<file path="src/rtl/multicycle_ctrl.sv">
// multicycle_ctrl -- FSM controller for a multicycle processor datapath.
//
// Sequences each instruction through IF, ID, EXE, (MEM), (WB) and drives the
// datapath strobes. It halts on an illegal instruction, or when memory fails
// to answer within TIMEOUT cycles. It also counts retired instructions.
//
// Instruction encoding:
//   opcode = instr[INSTR_WIDTH-1 -: OPCODE_WIDTH]
//   func   = instr[FUNC_WIDTH-1:0]
// Opcodes: RTYPE=0 ADDI=1 SUBI=2 ANDI=3 ORI=4 XORI=5 LW=6 SW=7 BEQ=8 BNE=9
//          LUI=10 LLI=11 JR=12 JMP=13 JAL=14
// RTYPE funcs: ADD=0 SUB=1 AND=2 OR=3 XOR=4 SLL=5 SRL=6 SLA=7 SRA=8 JR=9
//
// Ports:
//   clk, rst         clock; synchronous active-high reset
//   instr            memory read data, loaded into IR in IF when mem_ready=1
//   mem_ready        memory access completes this cycle
//   alu_zero         ALU zero flag, used by branches in EXE
//   state            current state (IF=0 ID=1 EXE=2 MEM=3 WB=4 HALT=5)
//   mem_req, mem_we  memory request / write enable
//   ir_we, pc_we     instruction register / program counter write enables
//   reg_we           register file write enable
//   pc_src           0=PC+4, 1=branch target, 2=absolute jump, 3=register
//   alu_op           ALU operation select
//   alu_src_imm      ALU operand B comes from the immediate
//   link             JAL link-register write
//   illegal, timeout sticky HALT cause flags
//   retired          count of completed instructions (wraps)
module multicycle_ctrl #(
  parameter int INSTR_WIDTH  = 32,
  parameter int OPCODE_WIDTH = 6,
  parameter int FUNC_WIDTH   = 6,
  parameter int TIMEOUT      = 16,
  parameter int RETIRE_WIDTH = 16
) (
  input  logic                    clk,
  input  logic                    rst,
  input  logic [INSTR_WIDTH-1:0]  instr,
  input  logic                    mem_ready,
  input  logic                    alu_zero,
  output logic [2:0]              state,
  output logic                    mem_req,
  output logic                    mem_we,
  output logic                    ir_we,
  output logic                    pc_we,
  output logic                    reg_we,
  output logic [1:0]              pc_src,
  output logic [3:0]              alu_op,
  output logic                    alu_src_imm,
  output logic                    link,
  output logic                    illegal,
  output logic                    timeout,
  output logic [RETIRE_WIDTH-1:0] retired
);

  typedef enum logic [2:0] {
    S_IF   = 3'd0,
    S_ID   = 3'd1,
    S_EXE  = 3'd2,
    S_MEM  = 3'd3,
    S_WB   = 3'd4,
    S_HALT = 3'd5
  } state_t;

  localparam logic [OPCODE_WIDTH-1:0] OP_RTYPE = OPCODE_WIDTH'(0);
  localparam logic [OPCODE_WIDTH-1:0] OP_ADDI  = OPCODE_WIDTH'(1);
  localparam logic [OPCODE_WIDTH-1:0] OP_SUBI  = OPCODE_WIDTH'(2);
  localparam logic [OPCODE_WIDTH-1:0] OP_ANDI  = OPCODE_WIDTH'(3);
  localparam logic [OPCODE_WIDTH-1:0] OP_ORI   = OPCODE_WIDTH'(4);
  localparam logic [OPCODE_WIDTH-1:0] OP_XORI  = OPCODE_WIDTH'(5);
  localparam logic [OPCODE_WIDTH-1:0] OP_LW    = OPCODE_WIDTH'(6);
  localparam logic [OPCODE_WIDTH-1:0] OP_SW    = OPCODE_WIDTH'(7);
  localparam logic [OPCODE_WIDTH-1:0] OP_BEQ   = OPCODE_WIDTH'(8);
  localparam logic [OPCODE_WIDTH-1:0] OP_BNE   = OPCODE_WIDTH'(9);
  localparam logic [OPCODE_WIDTH-1:0] OP_LUI   = OPCODE_WIDTH'(10);
  localparam logic [OPCODE_WIDTH-1:0] OP_LLI   = OPCODE_WIDTH'(11);
  localparam logic [OPCODE_WIDTH-1:0] OP_JR    = OPCODE_WIDTH'(12);
  localparam logic [OPCODE_WIDTH-1:0] OP_JMP   = OPCODE_WIDTH'(13);
  localparam logic [OPCODE_WIDTH-1:0] OP_JAL   = OPCODE_WIDTH'(14);

  localparam logic [FUNC_WIDTH-1:0] F_ADD = FUNC_WIDTH'(0);
  localparam logic [FUNC_WIDTH-1:0] F_SUB = FUNC_WIDTH'(1);
  localparam logic [FUNC_WIDTH-1:0] F_AND = FUNC_WIDTH'(2);
  localparam logic [FUNC_WIDTH-1:0] F_OR  = FUNC_WIDTH'(3);
  localparam logic [FUNC_WIDTH-1:0] F_XOR = FUNC_WIDTH'(4);
  localparam logic [FUNC_WIDTH-1:0] F_SLL = FUNC_WIDTH'(5);
  localparam logic [FUNC_WIDTH-1:0] F_SRL = FUNC_WIDTH'(6);
  localparam logic [FUNC_WIDTH-1:0] F_SLA = FUNC_WIDTH'(7);
  localparam logic [FUNC_WIDTH-1:0] F_SRA = FUNC_WIDTH'(8);
  localparam logic [FUNC_WIDTH-1:0] F_JR  = FUNC_WIDTH'(9);

  localparam logic [3:0] ALU_ADD = 4'd0;
  localparam logic [3:0] ALU_SUB = 4'd1;
  localparam logic [3:0] ALU_AND = 4'd2;
  localparam logic [3:0] ALU_OR  = 4'd3;
  localparam logic [3:0] ALU_XOR = 4'd4;
  localparam logic [3:0] ALU_SLL = 4'd5;
  localparam logic [3:0] ALU_SRL = 4'd6;
  localparam logic [3:0] ALU_SLA = 4'd7;
  localparam logic [3:0] ALU_SRA = 4'd8;
  localparam logic [3:0] ALU_LUI = 4'd9;
  localparam logic [3:0] ALU_LLI = 4'd10;

  // Sized so the counter can hold TIMEOUT-1 for any TIMEOUT >= 1
  localparam int WAIT_W = $clog2(TIMEOUT + 1);
  localparam logic [WAIT_W-1:0] WAIT_LAST = WAIT_W'(TIMEOUT - 1);

  state_t                  state_q, state_d, cur;
  logic [INSTR_WIDTH-1:0]  ir;
  logic [WAIT_W-1:0]       wait_cnt, wait_d;
  logic                    set_illegal, set_timeout, retire_inc;

  logic [OPCODE_WIDTH-1:0] opcode;
  logic [FUNC_WIDTH-1:0]   func;
  logic                    legal, dec_imm;
  logic                    is_wb, is_lw, is_sw, is_beq, is_bne;
  logic                    is_jmp, is_jal, is_jr;
  logic [3:0]              dec_alu_op;
  logic                    ir_unused;

  assign opcode = ir[INSTR_WIDTH-1 -: OPCODE_WIDTH];
  assign func   = ir[FUNC_WIDTH-1:0];
  // The operand fields between opcode and func belong to the datapath
  assign ir_unused = ^ir;
  assign state  = state_q;

  // While reset is asserted the strobes already look like IF, whatever
  // state the register still holds.
  assign cur = rst ? S_IF : state_q;

  // Instruction decoder working from the latched IR
  always_comb begin
    legal      = 1'b0;
    dec_imm    = 1'b0;
    is_wb      = 1'b0;
    is_lw      = 1'b0;
    is_sw      = 1'b0;
    is_beq     = 1'b0;
    is_bne     = 1'b0;
    is_jmp     = 1'b0;
    is_jal     = 1'b0;
    is_jr      = 1'b0;
    dec_alu_op = ALU_ADD;
    case (opcode)
      OP_RTYPE: begin
        case (func)
          F_ADD: begin legal = 1'b1; is_wb = 1'b1; dec_alu_op = ALU_ADD; end
          F_SUB: begin legal = 1'b1; is_wb = 1'b1; dec_alu_op = ALU_SUB; end
          F_AND: begin legal = 1'b1; is_wb = 1'b1; dec_alu_op = ALU_AND; end
          F_OR:  begin legal = 1'b1; is_wb = 1'b1; dec_alu_op = ALU_OR;  end
          F_XOR: begin legal = 1'b1; is_wb = 1'b1; dec_alu_op = ALU_XOR; end
          F_SLL: begin legal = 1'b1; is_wb = 1'b1; dec_alu_op = ALU_SLL; end
          F_SRL: begin legal = 1'b1; is_wb = 1'b1; dec_alu_op = ALU_SRL; end
          F_SLA: begin legal = 1'b1; is_wb = 1'b1; dec_alu_op = ALU_SLA; end
          F_SRA: begin legal = 1'b1; is_wb = 1'b1; dec_alu_op = ALU_SRA; end
          F_JR:  begin legal = 1'b1; is_jr = 1'b1; end
          default: ;
        endcase
      end
      OP_ADDI: begin legal = 1'b1; is_wb = 1'b1; dec_imm = 1'b1; dec_alu_op = ALU_ADD; end
      OP_SUBI: begin legal = 1'b1; is_wb = 1'b1; dec_imm = 1'b1; dec_alu_op = ALU_SUB; end
      OP_ANDI: begin legal = 1'b1; is_wb = 1'b1; dec_imm = 1'b1; dec_alu_op = ALU_AND; end
      OP_ORI:  begin legal = 1'b1; is_wb = 1'b1; dec_imm = 1'b1; dec_alu_op = ALU_OR;  end
      OP_XORI: begin legal = 1'b1; is_wb = 1'b1; dec_imm = 1'b1; dec_alu_op = ALU_XOR; end
      OP_LUI:  begin legal = 1'b1; is_wb = 1'b1; dec_imm = 1'b1; dec_alu_op = ALU_LUI; end
      OP_LLI:  begin legal = 1'b1; is_wb = 1'b1; dec_imm = 1'b1; dec_alu_op = ALU_LLI; end
      OP_LW:   begin legal = 1'b1; is_lw = 1'b1; dec_imm = 1'b1; dec_alu_op = ALU_ADD; end
      OP_SW:   begin legal = 1'b1; is_sw = 1'b1; dec_imm = 1'b1; dec_alu_op = ALU_ADD; end
      OP_BEQ:  begin legal = 1'b1; is_beq = 1'b1; dec_alu_op = ALU_SUB; end
      OP_BNE:  begin legal = 1'b1; is_bne = 1'b1; dec_alu_op = ALU_SUB; end
      OP_JR:   begin legal = 1'b1; is_jr = 1'b1; end
      OP_JMP:  begin legal = 1'b1; is_jmp = 1'b1; end
      OP_JAL:  begin legal = 1'b1; is_jal = 1'b1; end
      default: ;
    endcase
  end

  // Next-state and strobe logic. The wait counter advances only while IF or
  // MEM is stalled on memory; every other path leaves it cleared.
  always_comb begin
    state_d     = state_q;
    wait_d      = '0;
    set_illegal = 1'b0;
    set_timeout = 1'b0;
    retire_inc  = 1'b0;
    mem_req     = 1'b0;
    mem_we      = 1'b0;
    ir_we       = 1'b0;
    pc_we       = 1'b0;
    reg_we      = 1'b0;
    pc_src      = 2'd0;
    alu_op      = ALU_ADD;
    alu_src_imm = 1'b0;
    link        = 1'b0;
    case (cur)
      S_IF: begin
        mem_req = 1'b1;
        if (mem_ready) begin
          ir_we   = 1'b1;
          pc_we   = 1'b1;
          state_d = S_ID;
        end else if (wait_cnt == WAIT_LAST) begin
          state_d     = S_HALT;
          set_timeout = 1'b1;
        end else begin
          wait_d = wait_cnt + WAIT_W'(1);
        end
      end
      S_ID: begin
        if (legal) begin
          state_d = S_EXE;
        end else begin
          state_d     = S_HALT;
          set_illegal = 1'b1;
        end
      end
      S_EXE: begin
        alu_op      = dec_alu_op;
        alu_src_imm = dec_imm;
        if (is_beq || is_bne) begin
          pc_we      = is_beq ? alu_zero : !alu_zero;
          pc_src     = 2'd1;
          state_d    = S_IF;
          retire_inc = 1'b1;
        end else if (is_jmp || is_jal) begin
          pc_we  = 1'b1;
          pc_src = 2'd2;
          if (is_jal) begin
            state_d = S_WB;
          end else begin
            state_d    = S_IF;
            retire_inc = 1'b1;
          end
        end else if (is_jr) begin
          pc_we      = 1'b1;
          pc_src     = 2'd3;
          state_d    = S_IF;
          retire_inc = 1'b1;
        end else if (is_lw || is_sw) begin
          state_d = S_MEM;
        end else if (is_wb) begin
          state_d = S_WB;
        end else begin
          state_d     = S_HALT;
          set_illegal = 1'b1;
        end
      end
      S_MEM: begin
        mem_req = 1'b1;
        mem_we  = is_sw;
        if (mem_ready) begin
          if (is_sw) begin
            state_d    = S_IF;
            retire_inc = 1'b1;
          end else begin
            state_d = S_WB;
          end
        end else if (wait_cnt == WAIT_LAST) begin
          state_d     = S_HALT;
          set_timeout = 1'b1;
        end else begin
          wait_d = wait_cnt + WAIT_W'(1);
        end
      end
      S_WB: begin
        reg_we     = 1'b1;
        link       = is_jal;
        state_d    = S_IF;
        retire_inc = 1'b1;
      end
      S_HALT: ;
      default: state_d = S_IF;
    endcase
  end

  // State, IR, wait counter, sticky flags and retire counter
  always_ff @(posedge clk) begin
    if (rst) begin
      state_q  <= S_IF;
      ir       <= '0;
      wait_cnt <= '0;
      illegal  <= 1'b0;
      timeout  <= 1'b0;
      retired  <= '0;
    end else begin
      state_q  <= state_d;
      wait_cnt <= wait_d;
      if (ir_we)       ir      <= instr;
      if (set_illegal) illegal <= 1'b1;
      if (set_timeout) timeout <= 1'b1;
      if (retire_inc)  retired <= retired + RETIRE_WIDTH'(1);
    end
  end

endmodule

</file>
<file path="config.mk">
export PLATFORM = sky130hd
export DESIGN_NAME = multicycle_ctrl
export DESIGN_NICKNAME = d
export VERILOG_FILES = /design/src/rtl/multicycle_ctrl.sv
export SDC_FILE = /design/constraint.sdc
export NUM_CORES = 1
export LEC_CHECK = 0
export CAP_MARGIN = 20
export CORE_ASPECT_RATIO = 1.25
export CORE_UTILIZATION = 40
export DETAILED_ROUTE_END_ITERATION = 6
export GPL_ROUTABILITY_DRIVEN = 0
export PLACE_DENSITY = 0.74
export SYNTH_ARGS = -nofsm -noshare
export SYNTH_HDL_FRONTEND = slang
export SYNTH_SLANG_ARGS = --single-unit
</file>
<file path="constraint.sdc">
create_clock -name clk -period 2.2 [get_ports clk]
set_clock_uncertainty 0.2 [all_clocks]
set_input_delay 0.44 -clock clk [delete_from_list [all_inputs] [get_ports clk]]
set_output_delay 0.44 -clock clk [all_outputs]
set_load 0.02 [all_outputs]
</file>
# == Yosys cells after proc, flatten, opt, wreduce, memory -nomap -nowiden ==
# Index checks and enable logic that the tools add are counted.
# totals
output_inout_bits,34
input_bits,36
register_bits,58
# op_classes
n_eq_ne,29
n_bitwise,1
n_addsub,2
mux,61
reduce_logical,15
# op_table
cell,n
"== test 6 x 4 -> 1 bit, second input constant",9
"== test 6 x 3 -> 1 bit, second input constant",8
two-way mux 1 bit,36
two-way mux 3 bit,11
one-hot mux 4 bit (8 select lines),1
one-hot mux 4 bit (7 select lines),1
"== test 6 x 2 -> 1 bit, second input constant",4
OR reduction 9 bit,2
"adder 16 x 1 -> 16 bit, second input constant",1
one-hot mux 3 bit (5 select lines),1
OR reduction 14 bit,1
"== test 6 x 1 -> 1 bit, second input constant",2
zero test 6 bit,2
one-hot mux 1 bit (2 select lines),5
OR reduction 10 bit,1
two-way mux 2 bit,4
OR reduction 7 bit,1
"== test 3 x 2 -> 1 bit, second input constant",2
"== test 3 bit, second input constant",2
"adder 5 x 1 -> 5 bit, second input constant",1
"== test 5 x 4 -> 1 bit, second input constant",1
two-way mux 4 bit,1
OR reduction 4 bit,1
"== test 3 x 1 -> 1 bit, second input constant",1
7 further kinds,9

# == Depth between registers and ports, before layout ==
# logic_depth
depth_word,10
mapped_depth,8
mapped_depth_nobuf,8

# == Worst setup path before layout ==
# Ideal clock, no wire load.
# synth_timing
path_kind,register to output
start,register state_q[2] (netlist: state[2])
end,output link
path_slack_ns,-0.335
path_stages_with_launch,5
t_arrival_ns,1.895
cell_sequence,dfxtp_1 clkbuf_1 nor4b_2 nand2_1 nor3_1
# synth_via
elab_chain_cells,3
# synth_lines
item,line_no,source
from (decl),108,"state_t state_q, state_d, cur;"
from (signal assigned),286,state_q <= state_d;
two-way mux 3 bit,129,assign cur = rst ? S_IF : state_q;
== test 3 bit,195,case (cur)
two-way mux 1 bit,195,
to (decl),50,"output logic link,"
# Every way passes these cells.

# == Worst setup path after layout ==
# layout_timing
start,register ir[31]
end,output pc_src[0]
# layout_via
elab_chain_cells,6
elab_cells_between_ends,17
classes_between,eq/ne (5); mux (9); reduce/logical (3)
# layout_lines
item,line_no,source
from (decl),109,logic [INSTR_WIDTH-1:0] ir;
from (signal assigned),288,if (ir_we) ir <= instr;
== test 6 x 4 -> 1 bit or zero test 6 bit (tied branches),144,case (opcode)
one-hot mux 1 bit (2 select lines) or two-way mux 1 bit (tied branches),144,
two-way mux 2 bit or logical OR 1 bit (tied branches),"234, 225",
two-way mux 2 bit,225,end else if (is_jmp || is_jal) begin
two-way mux 2 bit (*),220,if (is_beq || is_bne) begin
two-way mux 2 bit (*),195,
to (decl),47,"output logic [1:0] pc_src,"
# Mark *: on every way between the ends. The rest lies on a longest branch, timed or not.

==> results.txt <==
----------------------------------------------------
[Status]
  Violated checks ... setup timing
  Result of the run ... finished with violations

[Layout]
  Layout-stage area growth over the synthesis result ... 62.7%
  Share of layout cells above drive strength 1 ... 0.340
  Final #Nets ... 410
  Design area ... 3450 sq um
  Util after Layout ... 0.679
  Number of standard cells in the final layout excluding fillers ... 433
  Antenna cell count ... 0

[Critical path]
  Crit path kind ... reg2out
  Buffering stage count on the worst path with inverters included ... 2
  Largest fanout on the critical path ... 4
  Delay-heaviest family, CP ... simple AND/OR/NAND/NOR gates
  Data required time of the critical path ... 1.56 ns
  Worst setup slack for register-to-register paths ... -0.16 ns
  End of the worst register-to-register path ... retired[8]
  Data arrival, critical path ... 1.79 ns
  Cell-by-cell trace of the critical path ... nor4_4, buf_4, nand4_4, a221oi_4, buf_6
  Worst reg2reg startpoint ... ir[27]
  Peak per-stage delay on the critical path ... 0.36 ns
  FF-to-FF path depth ... 10
  Standard cell with the maximum stage delay on the critical path ... sky130_fd_sc_hd__a221oi_4
  Crit start category ... flip-flop
  Number of gates on the worst path with buffers counted ... 5
  Crit path from ... ir[31]
  Critical Path Sink Type ... output port
  Destination of the critical timing path ... pc_src[0]

[Floorplan]
  Top-level port count ... 70
  Floorplan core area ... 5080 sq um
  Die height ... 83.4 um
  DIE AREA ... 5600 sq um
  Floorplan die width ... 67.1 um
  Initial core utilization ... 0.417
  Num rows ... 29

[Synthesis]
  Share of Yosys cell area claimed by the top area cell type ... 0.359
  Most numerous cell in the Yosys netlist ... sky130_fd_sc_hd__dfxtp_1
  Synthesized Nets ... 306
  Number of flops mapped to enable cells by yosys ... 0
  Top area cells in the synthesized netlist ... sky130_fd_sc_hd__dfxtp_1 36%, sky130_fd_sc_hd__nand2_1 6.4%, sky130_fd_sc_hd__xor2_1 6.2%, sky130_fd_sc_hd__nor2_1 6.0%, sky130_fd_sc_hd__a21oi_1 4.7%
  Synth top cells by count ... 38 x sky130_fd_sc_hd__dfxtp_1, 36 x sky130_fd_sc_hd__nand2_1, 34 x sky130_fd_sc_hd__nor2_1
  Proportion of synthesized flip-flops having asynchronous set or reset ... 0
  Register area share after synthesis ... 0.359
  Number of synthesis warnings ... 0
  Main flop type after synthesis ... sky130_fd_sc_hd__dfxtp_1
  Netlist Area Pre-Place ... 2120 sq um
  Avg Cell Area, Syn ... 7.94 sq um
  Synth cell types ... 48
  Number of register bits inferred by synthesis ... 38
  Count of mapped cells out of synthesis ... 267
  Biggest area consumer among synthesized cells ... sky130_fd_sc_hd__dfxtp_1

[Clock network]
  Clock-pin transition on the worst setup and hold timing paths ... 0.07 ns
  Clock Latency Late Sink ... 0.28 ns
  Number of buffers created by CTS ... 5
  Clock sink count ... 38
  H-tree Lvls ... 2
  Clock Tree Buf Depth ... 2
  Clock tree from TritonCTS ... yes
  Clock Tree Root ... sky130_fd_sc_hd__clkbuf_8
  Hold-fix buffers at CTS ... 0

[GRT]
  Total GRT Usage ... 0.232
  GRT Residual Overflow ... 0
  Wire length of the first global-routing pass ... 10200 um
  Vias in the first global route ... 2275
  Maximum number of pins on one net before global-route repair ... 18
  Number of antenna violations at the first check in global routing ... 0

[Placed design]
  Final HPWL from detailed placement ... 4250 um
  Number of port buffers ... 49
  Cell count after placement ... 410
  Post-Place Setup Slack ... -0.734 ns
  Area after DPL ... 3020 sq um

[Route]
  Starting DRC count in detailed routing ... 140
  WL/cell ... 14.8 um
  Total via count in the routed design ... 2363
  Number of vias per cell after detailed routing ... 5.46
  Number of iterations in the first detailed-routing pass ... 4
  Detail Route Antenna Nets ... 0
  DRT Wirelength ... 6400 um
  DR DRC count ... 0

[Power]
  Power density relative to cell area ... 758 nW/um^2
  Total power ... 2.62 mW
  Maximum vdd drop ... 508 uV
  Cell leakage power ... 1.37 nW

[Timing]
  Setup repair after global routing missed its margin ... true
  Endpoints failing hold ... 0
  Slew Limit Fails ... 0
  Achievable clock frequency ... 0.412 GHz
  Sum Neg Setup Slack ... -2.50 ns
  Period utilization ... 1.10
  Final setup slack of the worst path ... -0.227 ns
  Tightest Pin Transition ... 0.459 ns
  Final setup violation count ... 23
  Tmin final ... 2.43 ns
  Headroom to the max-slew limit ... 0.694
  Hold_ws ... 0.256 ns

[Worst hold path]
  Type of the tightest min-delay check ... reg2reg
  Instance count along the most critical hold path ... 1

[Flow run]
  Total of max-cap violations ... 0

----------------------------------------------------
## layout by cell type, fill, tap and decap left out, types with 3 or more instances in the layout
cell / Yosys / routed
sky130_fd_sc_hd__and4_1: 4 / 3
sky130_fd_sc_hd__nor3_1: 5 / 3
sky130_fd_sc_hd__o31ai_1: 3 / 3
sky130_fd_sc_hd__o21ai_1: 3 / 4
sky130_fd_sc_hd__a21oi_2: 0 / 3
sky130_fd_sc_hd__nand2_1: 36 / 35
sky130_fd_sc_hd__xor2_1: 15 / 15
sky130_fd_sc_hd__buf_4: 0 / 59
sky130_fd_sc_hd__and3_1: 5 / 5
sky130_fd_sc_hd__ha_1: 3 / 3
sky130_fd_sc_hd__nand2b_1: 3 / 3
sky130_fd_sc_hd__o2111ai_4: 0 / 3
sky130_fd_sc_hd__o211ai_1: 7 / 7
sky130_fd_sc_hd__o21ai_0: 8 / 6
sky130_fd_sc_hd__a31oi_1: 5 / 5
sky130_fd_sc_hd__nor2b_1: 4 / 4
sky130_fd_sc_hd__a21oi_1: 20 / 17
sky130_fd_sc_hd__nor2_1: 34 / 29
sky130_fd_sc_hd__buf_6: 1 / 12
sky130_fd_sc_hd__inv_1: 6 / 5
sky130_fd_sc_hd__dfxtp_2: 0 / 5
sky130_fd_sc_hd__clkbuf_8: 0 / 6
sky130_fd_sc_hd__a22oi_1: 3 / 3
sky130_fd_sc_hd__nand3_1: 9 / 9
sky130_fd_sc_hd__buf_2: 4 / 4
sky130_fd_sc_hd__dfxtp_1: 38 / 32
sky130_fd_sc_hd__nor2_4: 0 / 3
sky130_fd_sc_hd__clkdlybuf4s50_1: 0 / 35
## repair_timing
item                       CTS  global route
setup endpoints to repair   30            29
gates resized for setup     90            27
cloned                       1             0
setup buffers                8             7
pin swaps                   21            20
## registers in the layout (all words and copies together) (netlist names)
name	flops
state	3
timeout	1
retired	16
ir	12
wait_cnt	5
illegal	1
## cell type report
type	instances	area, sq um
clock buffers	6	82.6
multi-input cells	206	1480
fillers	391	1630
inverters	6	26.3
repair buffers	114	987
well taps	62	77.6
clock inverters	1	30.0
flip-flops and latches	38	771
## cells by family after synthesis
logic type,count (synthesis),synth area share
AND/OR/NAND/NOR,122,0.303
flip-flops,38,0.359
adder cells (fa/ha/maj),3,0.0177
AO/OA/AOI/OAI,64,0.203
buffers and inverters,23,0.0466
XOR/XNOR,16,0.0661
multiplexers,1,0.00472
## power breakdown
part	switching [mW]	leakage, nW	internal (mW)	total, mW
Sequential	0.0584	0.311	0.759	0.817
Clock	0.226	0.0573	0.363	0.589
Combinational	0.636	0.998	0.575	1.21
Total	0.920	1.37	1.70	2.62
## how the worst min path moves through the flow
stage          slack, ns   startpoint          end
6_report            0.26  wait_cnt[0]  wait_cnt[0]
5_1_grt             0.30        ir[4]        ir[4]
4_1_cts             0.26  wait_cnt[0]  wait_cnt[0]
3_5_place_dp        0.25  wait_cnt[0]  wait_cnt[0]
3_3_place_gp        0.23  wait_cnt[0]  wait_cnt[0]
2_1_floorplan       0.22  wait_cnt[0]  wait_cnt[0]
## routing by layer
metal  routed length (um)  GRT usage  up-vias
met5                    0          0        -
met4                  199     0.0909        0
met3                  283     0.0440       18
met2                 3370      0.411       62
met1                 2540      0.262     1123
li1                     -          -     1160
(Power assumes the default switching activity.)
